**src/rtl/piso_pkg.sv**
```systemverilog
// Shared definitions for the piso parallel-in, serial-out shift register.
// Optional build macro: PISO_MSB_FIRST_EN (MSB-first bit order when defined).
package piso_pkg;

   localparam int PISO_DEFAULT_WIDTH = 4;

   // Width of a counter able to hold the values 0..width.
   function automatic int piso_cnt_w(input int width);
      return $clog2(width + 1);
   endfunction

   // Frame phase as seen from the bit counter: nothing left means next enabled edge loads.
   typedef enum logic {
      PISO_LOAD  = 1'b0,
      PISO_SHIFT = 1'b1
   } piso_phase_e;

endpackage

```
**src/rtl/piso_if.sv**
```systemverilog
// Handshake/data bundle for piso: enable qualifier, parallel word in, serial bit out.
// Optional build macro: PISO_MSB_FIRST_EN (affects only bit order inside piso).
interface piso_if
   import piso_pkg::*;
#(
   parameter int WIDTH = PISO_DEFAULT_WIDTH
);

   logic             enable;
   logic [WIDTH-1:0] data;
   logic             out;

   modport master (output enable, output data, input out);
   modport slave  (input enable, input data, output out);

endinterface

```
**src/rtl/piso_bit_counter.sv**
```systemverilog
// Bit counter for piso: tracks how many bits of the current frame are still
// held in the shift register and raises the load strobe when a new word is due.
// Optional build macro: PISO_MSB_FIRST_EN (no effect on counting).
module piso_bit_counter
   import piso_pkg::*;
#(
   parameter int WIDTH = PISO_DEFAULT_WIDTH,
   localparam int CW   = piso_cnt_w(WIDTH)
) (
   input  logic          clk,
   input  logic          reset,
   input  logic          enable,
   output logic [CW-1:0] cnt,
   output logic          load,
   output piso_phase_e   phase
);

   assign phase = (cnt == '0) ? PISO_LOAD : PISO_SHIFT;
   assign load  = enable && (phase == PISO_LOAD);

   // Reload to WIDTH-1 on a load edge, count down on shift edges, hold when disabled.
   always_ff @(posedge clk) begin
      if (reset) begin
         cnt <= '0;
      end else if (load) begin
         cnt <= CW'(WIDTH - 1);
      end else if (enable) begin
         cnt <= cnt - 1'b1;
      end
   end

   // The counter never exceeds the number of bits left after a load.
   a_cnt_range : assert property (@(posedge clk) cnt <= CW'(WIDTH - 1));

endmodule

```
**src/rtl/piso.sv**
```systemverilog
// piso: parameterised parallel-in, serial-out shift register.
// A WIDTH-bit word is captured on a load edge and emitted one bit per enabled
// clock on a registered serial output; frames stream back-to-back while
// enable stays high. LSB first by default.
// Optional build macro: PISO_MSB_FIRST_EN (emit MSB first instead).
module piso
   import piso_pkg::*;
#(
   parameter int WIDTH = PISO_DEFAULT_WIDTH
) (
   input  logic clk,
   input  logic reset,
   piso_if.slave bus
);

   localparam int CW = piso_cnt_w(WIDTH);

   logic [CW-1:0]    cnt;
   logic             load;
   piso_phase_e      phase;
   logic [WIDTH-1:0] shreg;
   logic             out_q;

   piso_bit_counter #(
      .WIDTH (WIDTH)
   ) u_cnt (
      .clk    (clk),
      .reset  (reset),
      .enable (bus.enable),
      .cnt    (cnt),
      .load   (load),
      .phase  (phase)
   );

   assign bus.out = out_q;

   // Capture the word and present its first bit on load; shift with zero fill otherwise.
   always_ff @(posedge clk) begin
      if (reset) begin
         out_q <= 1'b0;
         shreg <= '0;
      end else if (load) begin
`ifdef PISO_MSB_FIRST_EN
         out_q <= bus.data[WIDTH-1];
         shreg <= bus.data << 1;
`else
         out_q <= bus.data[0];
         shreg <= bus.data >> 1;
`endif
      end else if (bus.enable) begin
`ifdef PISO_MSB_FIRST_EN
         out_q <= shreg[WIDTH-1];
         shreg <= shreg << 1;
`else
         out_q <= shreg[0];
         shreg <= shreg >> 1;
`endif
      end
   end

   // A load can only happen when no bits of the previous frame remain.
   a_load_phase : assert property (@(posedge clk) load |-> phase == PISO_LOAD);

endmodule

```
**src/flat_wrapper.sv**
```systemverilog
// flat-port wrapper written by rule: the top's interface ports become plain ports
module piso_flat import piso_pkg::*;
#(
   parameter int WIDTH = PISO_DEFAULT_WIDTH
)
  (clk, reset, bus_enable, bus_data, bus_out);
  piso_if #(.WIDTH(WIDTH)) bus_i ();
  input  logic clk;
  input  logic reset;
  input wire logic [$bits(bus_i.enable)-1:0] bus_enable;
  input wire logic [$bits(bus_i.data)-1:0] bus_data;
  output wire logic [$bits(bus_i.out)-1:0] bus_out;
  assign bus_i.enable = bus_enable;
  assign bus_i.data = bus_data;
  assign bus_out = bus_i.out;
  piso #(.WIDTH(WIDTH)) u_core (.clk(clk), .reset(reset), .bus(bus_i));
endmodule
```
**config.mk**
```make
export PLATFORM = sky130hd
export DESIGN_NAME = piso_flat
export DESIGN_NICKNAME = d
export VERILOG_FILES = /design/src/rtl/piso_pkg.sv /design/src/rtl/piso_if.sv /design/src/rtl/piso_bit_counter.sv /design/src/rtl/piso.sv /design/src/flat_wrapper.sv
export SDC_FILE = /design/constraint.sdc
export NUM_CORES = 1
export LEC_CHECK = 0
export BUFFER_PORTS_ARGS = -buffer_cell sky130_fd_sc_hd__buf_2
export CORE_AREA = 2 2 39 41
export CTS_BUF_LIST = sky130_fd_sc_hd__clkbuf_2 sky130_fd_sc_hd__clkbuf_4 sky130_fd_sc_hd__clkbuf_8
export CTS_CLUSTER_SIZE = 14
export DETAILED_ROUTE_END_ITERATION = 10
export DIE_AREA = 0 0 41 43
export PLACE_DENSITY = 0.53
export SYNTH_ARGS = -nofsm -noshare
export SYNTH_HDL_FRONTEND = slang
export SYNTH_SLANG_ARGS = --single-unit
```
**constraint.sdc**
```tcl
create_clock -name clk -period 2.8 [get_ports clk]
set_clock_uncertainty 0.2 [all_clocks]
set_input_delay 0.28 -clock clk [delete_from_list [all_inputs] [get_ports clk]]
set_output_delay 0.28 -clock clk [all_outputs]
set_load 0.01 [all_outputs]
```
### Word level (Yosys, flattened, before mapping)

Index checks and enable logic that the tools add are counted.

* add/sub/neg operators: 1
* multiplexer cells: 6
* reductions and logical operators: 4

Operators with widths (number)
* $mux W3: 2
* $mux W2: 2
* $logic_not A3 Y1: 1
* $sub A3 B1 Y3 const B: 1
* $mux W1: 2
* $reduce_bool A2 Y1: 1
* $reduce_or A2 Y1: 1
* $logic_and A1 B1 Y1: 1

* bits in registers: 7
* output and inout bits: 1
* logic and storage cells: 15

### Longest topological paths before layout

Gate-level depths: netlist of the first run.

* word-level depth: 3
* gate-level depth with buffers: 4
* gate-level depth less buffers: 4

### By module

From an unflattened synthesis of the first run, not the netlist that was laid out.

* cells, all modules: 34
* area total of the unflattened synthesis: 339.1 µm²

Modules (own cells, without submodules)
* piso: times used 1, cells an instance 17, area each 172.7 µm², seq. area each 80.1 µm²
* piso_bit_counter: times used 1, cells an instance 17, area each 166.4 µm², seq. area each 60.1 µm²

### Worst setup path before layout of the first run

Ideal clock, no wire load.

* path kind: reg-to-reg
* start point: register u_core.u_cnt.cnt[0]
* end point: register u_core.out_q (netlist: u_core.bus.out)
* library setup time: 0.088 ns
* data arrival time: 1.023 ns
* required time: 2.512 ns
* setup slack: 1.489 ns
* cell stages (with the launch flop): 5
* path through: dfxtp_1 -> inv_1 -> ha_1 -> and4bb_1 -> a311oi_2

* longest elaborated chain between the ends: 3
* elaborated cells on any way between the ends: 4
* classes of those cells: mux (1); reduce/logical (3)

Ends and longest elaborated chain
* start, declared: RTL line piso_bit_counter.sv:13 `output logic [CW-1:0] cnt,`
* start signal, assigned: RTL line piso_bit_counter.sv:26 `cnt <= CW'(WIDTH - 1);`
* start signal, assigned: RTL line piso_bit_counter.sv:28 `cnt <= cnt - 1'b1;`
* $logic_not A3 Y1 *: RTL line piso_bit_counter.sv:18 `assign phase = (cnt == '0) ? PISO_LOAD : PISO_SHIFT;`
* $logic_and A1 B1 Y1 *: RTL line piso_bit_counter.sv:19 `assign load = enable && (phase == PISO_LOAD);`
* $mux W1 or $reduce_bool A2 Y1 (tied branches)
* end signal, assigned: RTL line piso.sv:47 `out_q <= bus.data[0];`
* end signal, assigned: RTL line piso.sv:55 `out_q <= shreg[0];`
* end, declared: RTL line piso.sv:22 `logic out_q;`

Mark *: on every way between the ends. The rest lies on a longest branch, timed or not.
A chain may end at the register's enable or synchronous reset.

### Worst setup path after layout of the first run

Ends and elaborated chain as after synthesis.

==> impl_results.md, run 1 <==
* Area growth syn-to-layout at 19.3%
* Clk Latency, worst-skew pair at 250 ps
* Power density cells at just under 600 nW/um2
* Hold WS at about 94 ps
* Port buffer count at 7
* Setup violations, final at 0
* Fillers at roughly 140
* Initial drt markers at 5
* F_max at 0.713 GHz
* Post-CTS Setup Bufs at 0
* Tot Pwr at 0.000263 W
* Adder-cell share of the synthesized area at 0.0656
* Pin slew with the least headroom to its limit at 303 ps
* Worst endpoint required time at 2760 ps
* Synth Instances at 35
* Reg-to-reg endpoint: u_core.bus.out
* Rows at 14
* Max-cap violation count at 0
* Crit-path max FO at 6
* IO Pins at 8
* Max VDD drop at roughly 170 uV
* Yosys cell types at 17
* Global Route Usage Sum at 0.0975
* CTS max path bufs at 2
* R2r setup slk at 1400 ps
* WS Path Type: reg -> reg
* First-pass GRT wire length at 1.12 mm
* Yosys reg bits at 7
* Clock sinks at 7
* Status: finished clean
* Mapped cell area at about 380 um2
* Met3 GRT Util at 0.0209
* Met2 usage at 0.100
* Post-route ant nets at 0
* DP HPWL at 456 um
* Post-Syn Nets at 44
* Post-CTS sizing at 0
* Setup slack at placement at 1400 ps
* Worst Path Arrival at 1370 ps
* WL per Instance at 10.7 um
* Die area at around 1800 um2
* Critical-path cell list: inv_1, ha_1, and4bb_1, a311oi_2
* DIE HEIGHT at 43 um
* Worst-path clk slew at 60 ps
* Final setup TNS at 0 ps
* CTS tree: built
* Avg Vias per Cell at 4.70
* Post-synthesis mux area share at 0
* TritonCTS Buffers at 3
* Fin area at 455 um2
* Static leakage at 0.187 nW
* Yosys warnings at 0
* DR vias at between 200 and 300
* Simple-gate share of the synthesized area at 0.200
* WHS Endpoint: u_core.u_cnt.cnt[2]
* Hold Startpoint: reset
* CP max stage delay at approximately 350 ps
* Grt peak-use layer: met1
* Reg-to-reg startpoint: u_core.u_cnt.cnt[0]
* Final Routed Wirelength at 653 um
* Slew Viols, Final at 0
* Final Worst Setup Slack at 1400 ps
* Starting density of the core at 0.276
* Startpoint Class: register
* Layout Nets at 55
* Antenna violations before repair at 0
* Slowest CP cell: dfxtp_1
* Final period utilization at 0.501
* Core area at about 1400 um2
* Detailed Routing Iterations Pass 1 at 4
* Hold_buf cts at 0
* R2R cell count at 4
* Hold depth at 2
* Syn Area/Cell at 10.9 um2
* H-tree Lvls at 1
* Crit. End Element: register
* Compound-cell area share of the yosys netlist at 0.289
* Layout cells sized above 1 at 0.356
* Hold Vio Cnt, Final at 0
* Register area share after synthesis at 0.367
* Hold WC Path Type: in -> reg
* DRC at 0
* Slew HR at 0.798
* Gpl congestion at 0.624
* DIE WIDTH at 41 um
* Grt total ovfl at 0
* Placed standard-cell area at roughly 430 um2
* Antenna cell count at 0
* Met1 usage at 0.148
* Post-Synth XOR/XNOR Area at 0
* Largest net degree at the start of global routing at 18
* Largest family of logic cells by synthesized area: compound AO/OA/AOI/OAI gates
* Number of global-route vias before repair at ~250
* Root buf cell: clkbuf_4
* Unrepaired setup endpoints after global routing: no
* Min Clock Period, post-route at between 1000 and 1500 ps
## placed cells by master, fill, tap and decap left out
cell type,count
o21bai_1,4
ha_1,2
nor4bb_1,1
a311oi_2,3
a21bo_1,1
dfxtp_1,7
a311oi_1,1
nand4b_1,1
inv_1,5
buf_2,7
clkbuf_4,4
nand2b_1,1
a21oi_1,2
a31oi_1,1
nand4bb_1,1
and4bb_1,2
nand2b_2,1
nor2_2,1
## registers in the layout, summed over array words and instances, names as in the netlist
register          cells
u_core.u_cnt.cnt      3
u_core.shreg          3
u_core.bus.out        1
## per-layer routing
layer	routed length, um	vias to the layer above
met4	10	0
met3	44	2
li1	-	150
met5	0	-
met1	337	125
met2	260	10
## stage by stage
step,utilization,std cells
2_1_floorplan,-,35
3_3_place_gp,0.307,57
5_1_grt,0.329,61
6_report,0.329,61
3_5_place_dp,0.307,57
4_1_cts,0.329,61
## cells by family (layout without fill, tap and decap cells)
kind of cell / after synthesis / in the layout
AOI/OAI and AO/OA: 12 / 12
adders and majority gates: 2 / 2
buffers and inverters: 6 / 16
DFF: 7 / 7
and+or+nand+nor: 8 / 8
## power by group
part	internal (W)	total (W)	switching, W	leakage (nW)
clock network	0.0000641	0.000102	0.0000382	0.0184
registers	0.000109	0.000114	0.00000525	0.0579
logic	0.0000227	0.0000469	0.0000241	0.111
## layout make-up
| type | instances | area (um2) | share of cell area |
|---|---|---|---|
| well taps | 16 | 20.0 | 0.0440 |
| flip-flops and latches | 7 | 140 | 0.308 |
| clock buffers | 4 | 30.0 | 0.0659 |
| multi-input cells | 22 | 211 | 0.464 |
| repair buffers | 7 | 35.0 | 0.0769 |
| inverters | 5 | 18.8 | 0.0412 |
## worst max-delay path, delay by kind of cell, from the launching register on
kind            cells  cell delay, ps
flops               1             350
fa+ha+maj           1             270
simple gates        1             220
compound gates      1             220
buf+inv             1              70
## cell usage after synthesis, drive strengths merged
cell type / number / area [um2]
nand4b: 1 / 8.76
and4bb: 2 / 25.0
dfxtp: 7 / 140
a21bo: 1 / 10.0
o21bai: 4 / 30.0
a21oi: 2 / 10.0
buf: 1 / 11.3
ha: 2 / 25.0
a311oi: 4 / 53.8
nor4bb: 1 / 10.0
nand2b: 2 / 15.0
inv: 5 / 18.8
nand4bb: 1 / 11.3
a31oi: 1 / 6.26
nor2: 1 / 6.26
## how the worst max path moves through the flow
stage	from	to	slack, ps	cells past startpoint
2_1_floorplan	u_core.u_cnt.cnt[0]	u_core.bus.out	1490	4
3_3_place_gp	u_core.u_cnt.cnt[0]	u_core.shreg[0]	1380	4
3_5_place_dp	u_core.u_cnt.cnt[0]	u_core.shreg[0]	1400	4
4_1_cts	u_core.u_cnt.cnt[0]	u_core.shreg[0]	1390	4
5_1_grt	u_core.u_cnt.cnt[0]	u_core.shreg[1]	1290	4
6_report	u_core.u_cnt.cnt[0]	u_core.bus.out	1400	4
Note: power is estimated with default switching activity, not from simulation.
==> inputs of run 2 (changes only) <==
--- a/config.mk
+++ b/config.mk
@@ -11,7 +11,7 @@
 export CTS_CLUSTER_SIZE = 14
 export DETAILED_ROUTE_END_ITERATION = 10
 export DIE_AREA = 0 0 41 43
-export PLACE_DENSITY = 0.53
+export PLACE_DENSITY = 0.55
 export SYNTH_ARGS = -nofsm -noshare
 export SYNTH_HDL_FRONTEND = slang
 export SYNTH_SLANG_ARGS = --single-unit
==> constraint.sdc (replaced) <==
create_clock -name clk -period 1.2 [get_ports clk]
set_clock_uncertainty 0.2 [all_clocks]
set_input_delay 0.12 -clock clk [delete_from_list [all_inputs] [get_ports clk]]
set_output_delay 0.12 -clock clk [all_outputs]
set_load 0.01 [all_outputs]
==> run 2 against run 1 <==
The run now ends with hold timing, setup timing left. Critical path depth unchanged. Sequential power grew 140%. Combinational power grew to 3.3 times the previous value. Via count is 11% higher. Clock power rose by 130%. Wire length is 14% higher. Hold slack lost 95 ps. Cell count up 9.8%. Sequential share of layout area fell by 4.5 points. Clock-buffer cell count stayed put.
==> impl_results.md, run 2 (synthesized netlist as in run 1, its figures left out) <==
* Status: finished with violations
* Failing checks: hold timing, setup timing
* Grt total ovfl at 0 (unchanged)
* Final Routed Wirelength at 742 um (+14%)
* Layout cells sized above 1 at 0.490 (+0.135)
* Fillers at 140 (+0.72%)
* Port buffer count at 7 (unchanged)
* Post-route ant nets at 0 (unchanged)
* Slew Viols, Final at 0 (unchanged)
* Min Clock Period, post-route at 1220 ps (-184 ps)
* Crit-path leading delay family: flip-flops
* Power density cells at 1210 nW/um2 (+110%)
* Worst-path clk slew at 50 ps (about the same)
* Die area at 1760 um2 (unchanged)
* TritonCTS Buffers at 3 (unchanged)
* Worst Path Buf+Inv at 1 (unchanged)
* R2r setup slk at -20 ps (-1420 ps)
* Startpoint Class: register
* Reg-to-reg endpoint: u_core.bus.out
* Antenna violations before repair at 0 (unchanged)
* Initial drt markers at 2 (-3)
* Hold depth at 3 (+1)
* Number of global-route vias before repair at 279 (+11%)
* Static leakage at 0.219 nW (+17%)
* Avg Vias per Cell at 4.76 (+1.2%)
* Area growth syn-to-layout at 42.3%
* DP HPWL at 530 um (+16%)
* Detailed Routing Iterations Pass 1 at 3 (-1)
* Worst Path Arrival at 1180 ps (-190 ps)
* Max-cap violation count at 0 (unchanged)
* DIE WIDTH at 41 um (unchanged)
* WL per Instance at 11.1 um (+3.5%)
* Global Route Usage Sum at 0.109 (+0.0120)
* Hold WC Path Type: in -> reg
* Final period utilization at 1.02 (+0.514)
* Rows at 14 (unchanged)
* IO Pins at 8 (unchanged)
* Worst endpoint required time at 1170 ps (-1590 ps)
* Final Worst Setup Slack at -18.0 ps (-1420 ps)
* Unrepaired setup endpoints after global routing: yes
* Largest net degree at the start of global routing at 18 (unchanged)
* Hold Vio Cnt, Final at 1 (+1)
* R2R cell count at 4 (unchanged)
* Pin slew with the least headroom to its limit at 294 ps (-9.58 ps)
* WHS Endpoint: u_core.shreg[1]
* Layout Nets at 61 (+11%)
* Critical-path cell list: inv_2, ha_4, and4bb_1, a311oi_2
* Slew HR at 0.804 (+0.00639)
* H-tree Lvls at 1 (unchanged)
* First-pass GRT wire length at 1.22 mm (+9.3%)
* Max VDD drop at 599 uV (+250%)
* Root buf cell: clkbuf_4
* Most frequent cells in the layout: buf_2 (7), dfxtp_1 (5), o21bai_1 (4), clkbuf_4 (4)
* Hold Startpoint: reset
* WS Path Type: reg -> reg
* Setup slack at placement at -47.0 ps (-1440 ps)
* Setup violations, final at 2 (+2)
* DR vias at 319 (+11%)
* Slowest CP cell: dfxtp_2
* DIE HEIGHT at 43 um (unchanged)
* Crit. End Element: register
* Clock sinks at 7 (unchanged)
* CTS tree: built
* Crit-path max FO at 6 (unchanged)
* Most common cell after layout, fill and taps aside: buf_2
* Clk Latency, worst-skew pair at 250 ps (about the same)
* F_max at 0.821 GHz (+15%)
* CTS max path bufs at 2 (unchanged)
* Gpl congestion at 0.701 (+12%)
* DRC at 0 (unchanged)
* Core area at 1380 um2 (unchanged)
* Starting density of the core at 0.276 (unchanged)
* Tot Pwr at 0.000659 W (+150%)
* Reg-to-reg startpoint: u_core.u_cnt.cnt[1]
* CP max stage delay at 330 ps (-20 ps)
* Antenna cell count at 0 (unchanged)
* Hold WS at -1.15 ps (-94.8 ps)
-- run 2: cell count changes in the layout (fill, tap and decap cells not counted) --
cell           before  now
buf_4               0    3
dfxtp_1             7    5
dfxtp_2             0    2
dlygate4sd3_1       0    3
ha_1                2    1
ha_4                0    1
inv_1               5    3
inv_2               0    2
nand2b_2            1    0
nand2b_4            0    1
nor4bb_1            1    0
nor4bb_4            0    1
-- run 2: worst max-delay path by stage --
stage,slack [ps],endpoint,from,cells after the start
after CTS,-20,u_core.bus.out,u_core.u_cnt.cnt[0],4
after detailed placement,-50,u_core.shreg[1],u_core.u_cnt.cnt[1],4
final,-20,u_core.bus.out,u_core.u_cnt.cnt[1],4
after global routing,-60,u_core.shreg[0],u_core.u_cnt.cnt[0],4
after floorplan,30,u_core.bus.out,u_core.u_cnt.cnt[1],4
after global placement,-40,u_core.shreg[1],u_core.u_cnt.cnt[1],4
-- run 2: worst reg2reg max path: cells and delay by family (launching register included) --
family | cells | cell delay, ps
flip-flops | 1 | 330
AND/OR/NAND/NOR | 1 | 210
adder cells (fa/ha/maj) | 1 | 180
AO/OA/AOI/OAI | 1 | 170
buffers and inverters | 1 | 50
-- run 2: stage by stage --
step	instances	utilization	setup TNS [ps]	hold slack, ps	instance area [um2]
floorplan	35	-	0	-19.5	397
global placement	59	0.329	-37.0	186	455
detailed placement	59	0.329	-72.5	187	455
CTS	65	0.380	-35.5	-16.8	526
global route	67	0.392	-197	23.1	543
finish	67	0.392	-31.5	-1.15	543
-- run 2: timing repair --
action | 4_1_cts | 5_1_grt
endpoints found under the setup margin | 4 | 5
pin swaps | 4 | 3
hold endpoints to repair | 3 | 1
setup buffers | 0 | 1
hold buffers | 2 | 1
resized for setup | 3 | 0
-- run 2: power by group --
| group | leakage, nW | internal [W] | total, W | switching (W) |
|---|---|---|---|---|
| sequential | 0.0584 | 0.000255 | 0.000270 | 0.0000153 |
| clock | 0.0184 | 0.000149 | 0.000236 | 0.0000868 |
| combinational | 0.142 | 0.0000869 | 0.000153 | 0.0000659 |
-- run 2: layout make-up --
type | count | area (um2) | area share
multi-input combinational | 22 | 244 | 0.449
sequential | 7 | 143 | 0.263
timing repair buffer | 13 | 87.6 | 0.161
clock buffer | 4 | 30.0 | 0.0553
tap | 16 | 20.0 | 0.0369
inverter | 5 | 18.8 | 0.0346
-- run 2: per-layer routing --
metal | vias to the layer above | routed length (um) | part of all wire | track usage
li1 | 163 | - | - | -
met1 | 147 | 366 | 0.49 | 0.151
met2 | 9 | 312 | 0.42 | 0.116
met3 | 0 | 63 | 0.085 | 0.0995
met4 | 0 | 0 | 0 | 0.0400
met5 | - | 0 | 0 | 0
==> inputs of run 3 (changes only) <==
--- a/config.mk
+++ b/config.mk
@@ -6,12 +6,14 @@
 export NUM_CORES = 1
 export LEC_CHECK = 0
 export BUFFER_PORTS_ARGS = -buffer_cell sky130_fd_sc_hd__buf_2
+export CELL_PAD_IN_SITES_DETAIL_PLACEMENT = 0
+export CELL_PAD_IN_SITES_GLOBAL_PLACEMENT = 1
 export CORE_AREA = 2 2 39 41
 export CTS_BUF_LIST = sky130_fd_sc_hd__clkbuf_2 sky130_fd_sc_hd__clkbuf_4 sky130_fd_sc_hd__clkbuf_8
 export CTS_CLUSTER_SIZE = 14
 export DETAILED_ROUTE_END_ITERATION = 10
 export DIE_AREA = 0 0 41 43
-export PLACE_DENSITY = 0.55
+export PLACE_DENSITY = 0.66
 export SYNTH_ARGS = -nofsm -noshare
 export SYNTH_HDL_FRONTEND = slang
 export SYNTH_SLANG_ARGS = --single-unit
==> run 3 against run 2 <==
The run still ends with hold timing, setup timing left. Fmax fell by 1.3%. Hold slack worse by 2.3 ps. Clock power up 12%. Cell count unchanged. Sequential share of layout area decreased by 0.18 points. Sequential cell count unchanged. Largest cell class unchanged.
==> impl_results.md, run 3 (synthesized netlist as in run 1, its figures left out) <==
* DRC at 0 (unchanged)
* Die area at 1760 um2 (unchanged)
* Avg Vias per Cell at 4.87 (+2.2%)
* Fin area at 547 um2 (+0.69%)
* First-pass GRT wire length at 1.38 mm (+13%)
* Post-CTS Setup Bufs at 0 (unchanged)
* Startpoint Class: register
* Most common cell after layout, fill and taps aside: buf_2
* DR vias at 326 (+2.2%)
* Static leakage at 0.220 nW (+0.12%)
* Clock sinks at 7 (unchanged)
* Pin slew with the least headroom to its limit at 309 ps (+15.7 ps)
* Starting density of the core at 0.276 (unchanged)
* Max VDD drop at 501 uV (-16%)
* Final Worst Setup Slack at -34.2 ps (-16.1 ps)
* Root buf cell: clkbuf_4
* Failing checks: hold timing, setup timing
* Hold Vio Cnt, Final at 1 (unchanged)
* Layout Nets at 61 (unchanged)
* IO Pins at 8 (unchanged)
* Most frequent cells in the layout: buf_2 (7), dfxtp_1 (5), o21bai_1 (4), clkbuf_4 (4)
* Largest net degree at the start of global routing at 18 (unchanged)
* Setup slack at placement at -51.0 ps (-4.05 ps)
* Slew Viols, Final at 0 (unchanged)
* Crit-path max FO at 6 (unchanged)
* Setup violations, final at 2 (unchanged)
* Initial drt markers at 4 (+2)
* Placed standard-cell area at 463 um2 (+1.6%)
* Core area at 1380 um2 (unchanged)
* CTS tree: built
* H-tree Lvls at 1 (unchanged)
* Worst Path Arrival at 1210 ps (+30 ps)
* R2r setup slk at -30 ps (-20 ps)
* Antenna cell count at 0 (unchanged)
* Number of global-route vias before repair at 291 (+4.3%)
* Worst-path clk slew at 70 ps (+20 ps)
* CTS max path bufs at 2 (unchanged)
* Max-cap violation count at 0 (unchanged)
* Grt total ovfl at 0 (unchanged)
* Hold WS at -3.47 ps (-2.31 ps)
* Area growth syn-to-layout at 43.3%
* Power density cells at 1260 nW/um2 (+4.0%)
* TritonCTS Buffers at 3 (unchanged)
* Global Route Usage Sum at 0.129 (+0.0191)
* Clk Latency, worst-skew pair at 270 ps (+20 ps)
* Antenna violations before repair at 0 (unchanged)
* Utilization after layout at 0.395 (+0.00271)
* Fillers at 149 (+6.4%)
* Unrepaired setup endpoints after global routing: yes
* Gpl congestion at 0.640 (-8.8%)
* WL per Instance at 12.3 um (+11%)
* DIE HEIGHT at 43 um (unchanged)
* DP HPWL at 538 um (+1.5%)
* Slew HR at 0.794 (-0.0104)
* Port buffer count at 7 (unchanged)
* Final Routed Wirelength at 821 um (+11%)
* Layout cells sized above 1 at 0.510 (+0.0196)
* Crit. End Element: register
* Hold WC Path Type: in -> reg
* WS Path Type: reg -> reg
* Rows at 14 (unchanged)
* Worst endpoint required time at 1180 ps (about the same)
* Final setup TNS at -66.0 ps (-34.5 ps)
* Final period utilization at 1.03 (+0.0134)
* Post-route ant nets at 0 (unchanged)
* Min Clock Period, post-route at 1230 ps (+16.1 ps)
* Detailed Routing Iterations Pass 1 at 4 (+1)
* F_max at 0.810 GHz (-1.3%)
* DIE WIDTH at 41 um (unchanged)
* Status: finished with violations
==> run 3: cell type report <==
| type | count | area (um2) | share of cell area |
|---|---|---|---|
| timing repair buffer | 13 | 87.6 | 0.160 |
| tap | 16 | 20.0 | 0.0366 |
| multi-input combinational | 22 | 248 | 0.453 |
| clock buffer | 4 | 30.0 | 0.0549 |
| sequential | 7 | 143 | 0.261 |
| inverter | 5 | 18.8 | 0.0343 |
==> run 3: critical path: stages, from the launching register on <==
cell      delay, ps
dfxtp_2         330
inv_2            50
ha_4            170
and4bb_1        210
a311oi_2        180
==> run 3: metrics by stage <==
step | power, W | hold WS, ps | cells
floorplan | 0.000364 | -19.5 | 35
global placement | 0.000406 | 185 | 60
detailed placement | 0.000408 | 183 | 60
CTS | 0.000693 | -44.5 | 66
global route | 0.000738 | 1.30 | 67
finish | 0.000690 | -3.47 | 67
==> run 3: report_power, final <==
group          internal (W)  switching (W)  total, W
clock network      0.000151       0.000114  0.000265
logic             0.0000878      0.0000718  0.000160
registers          0.000254      0.0000112  0.000265
==> run 3: worst paths after layout <==
kind | from | end | cells after the start
worst max register to register | u_core.u_cnt.cnt[1] | u_core.bus.out | 4
worst min-delay path | reset | u_core.shreg[1] | 3
worst max-delay path | u_core.u_cnt.cnt[1] | u_core.bus.out | 4
worst min register to register | u_core.shreg[2] | u_core.shreg[2] | 2
==> run 3: per-layer routing <==
layer | vias to the layer above | GRT usage | share of wire
li1 | 165 | - | -
met1 | 148 | 0.174 | 0.50
met2 | 8 | 0.138 | 0.40
met3 | 5 | 0.0628 | 0.054
met4 | 0 | 0.120 | 0.045
met5 | - | 0 | 0
==> run 3: what timing repair did <==
item	in CTS	in global routing
endpoints found under the hold margin	3	1
resized for setup	3	1
hold buffers	2	1
pin swaps	3	1
endpoints found under the setup margin	4	5
cloned	0	0
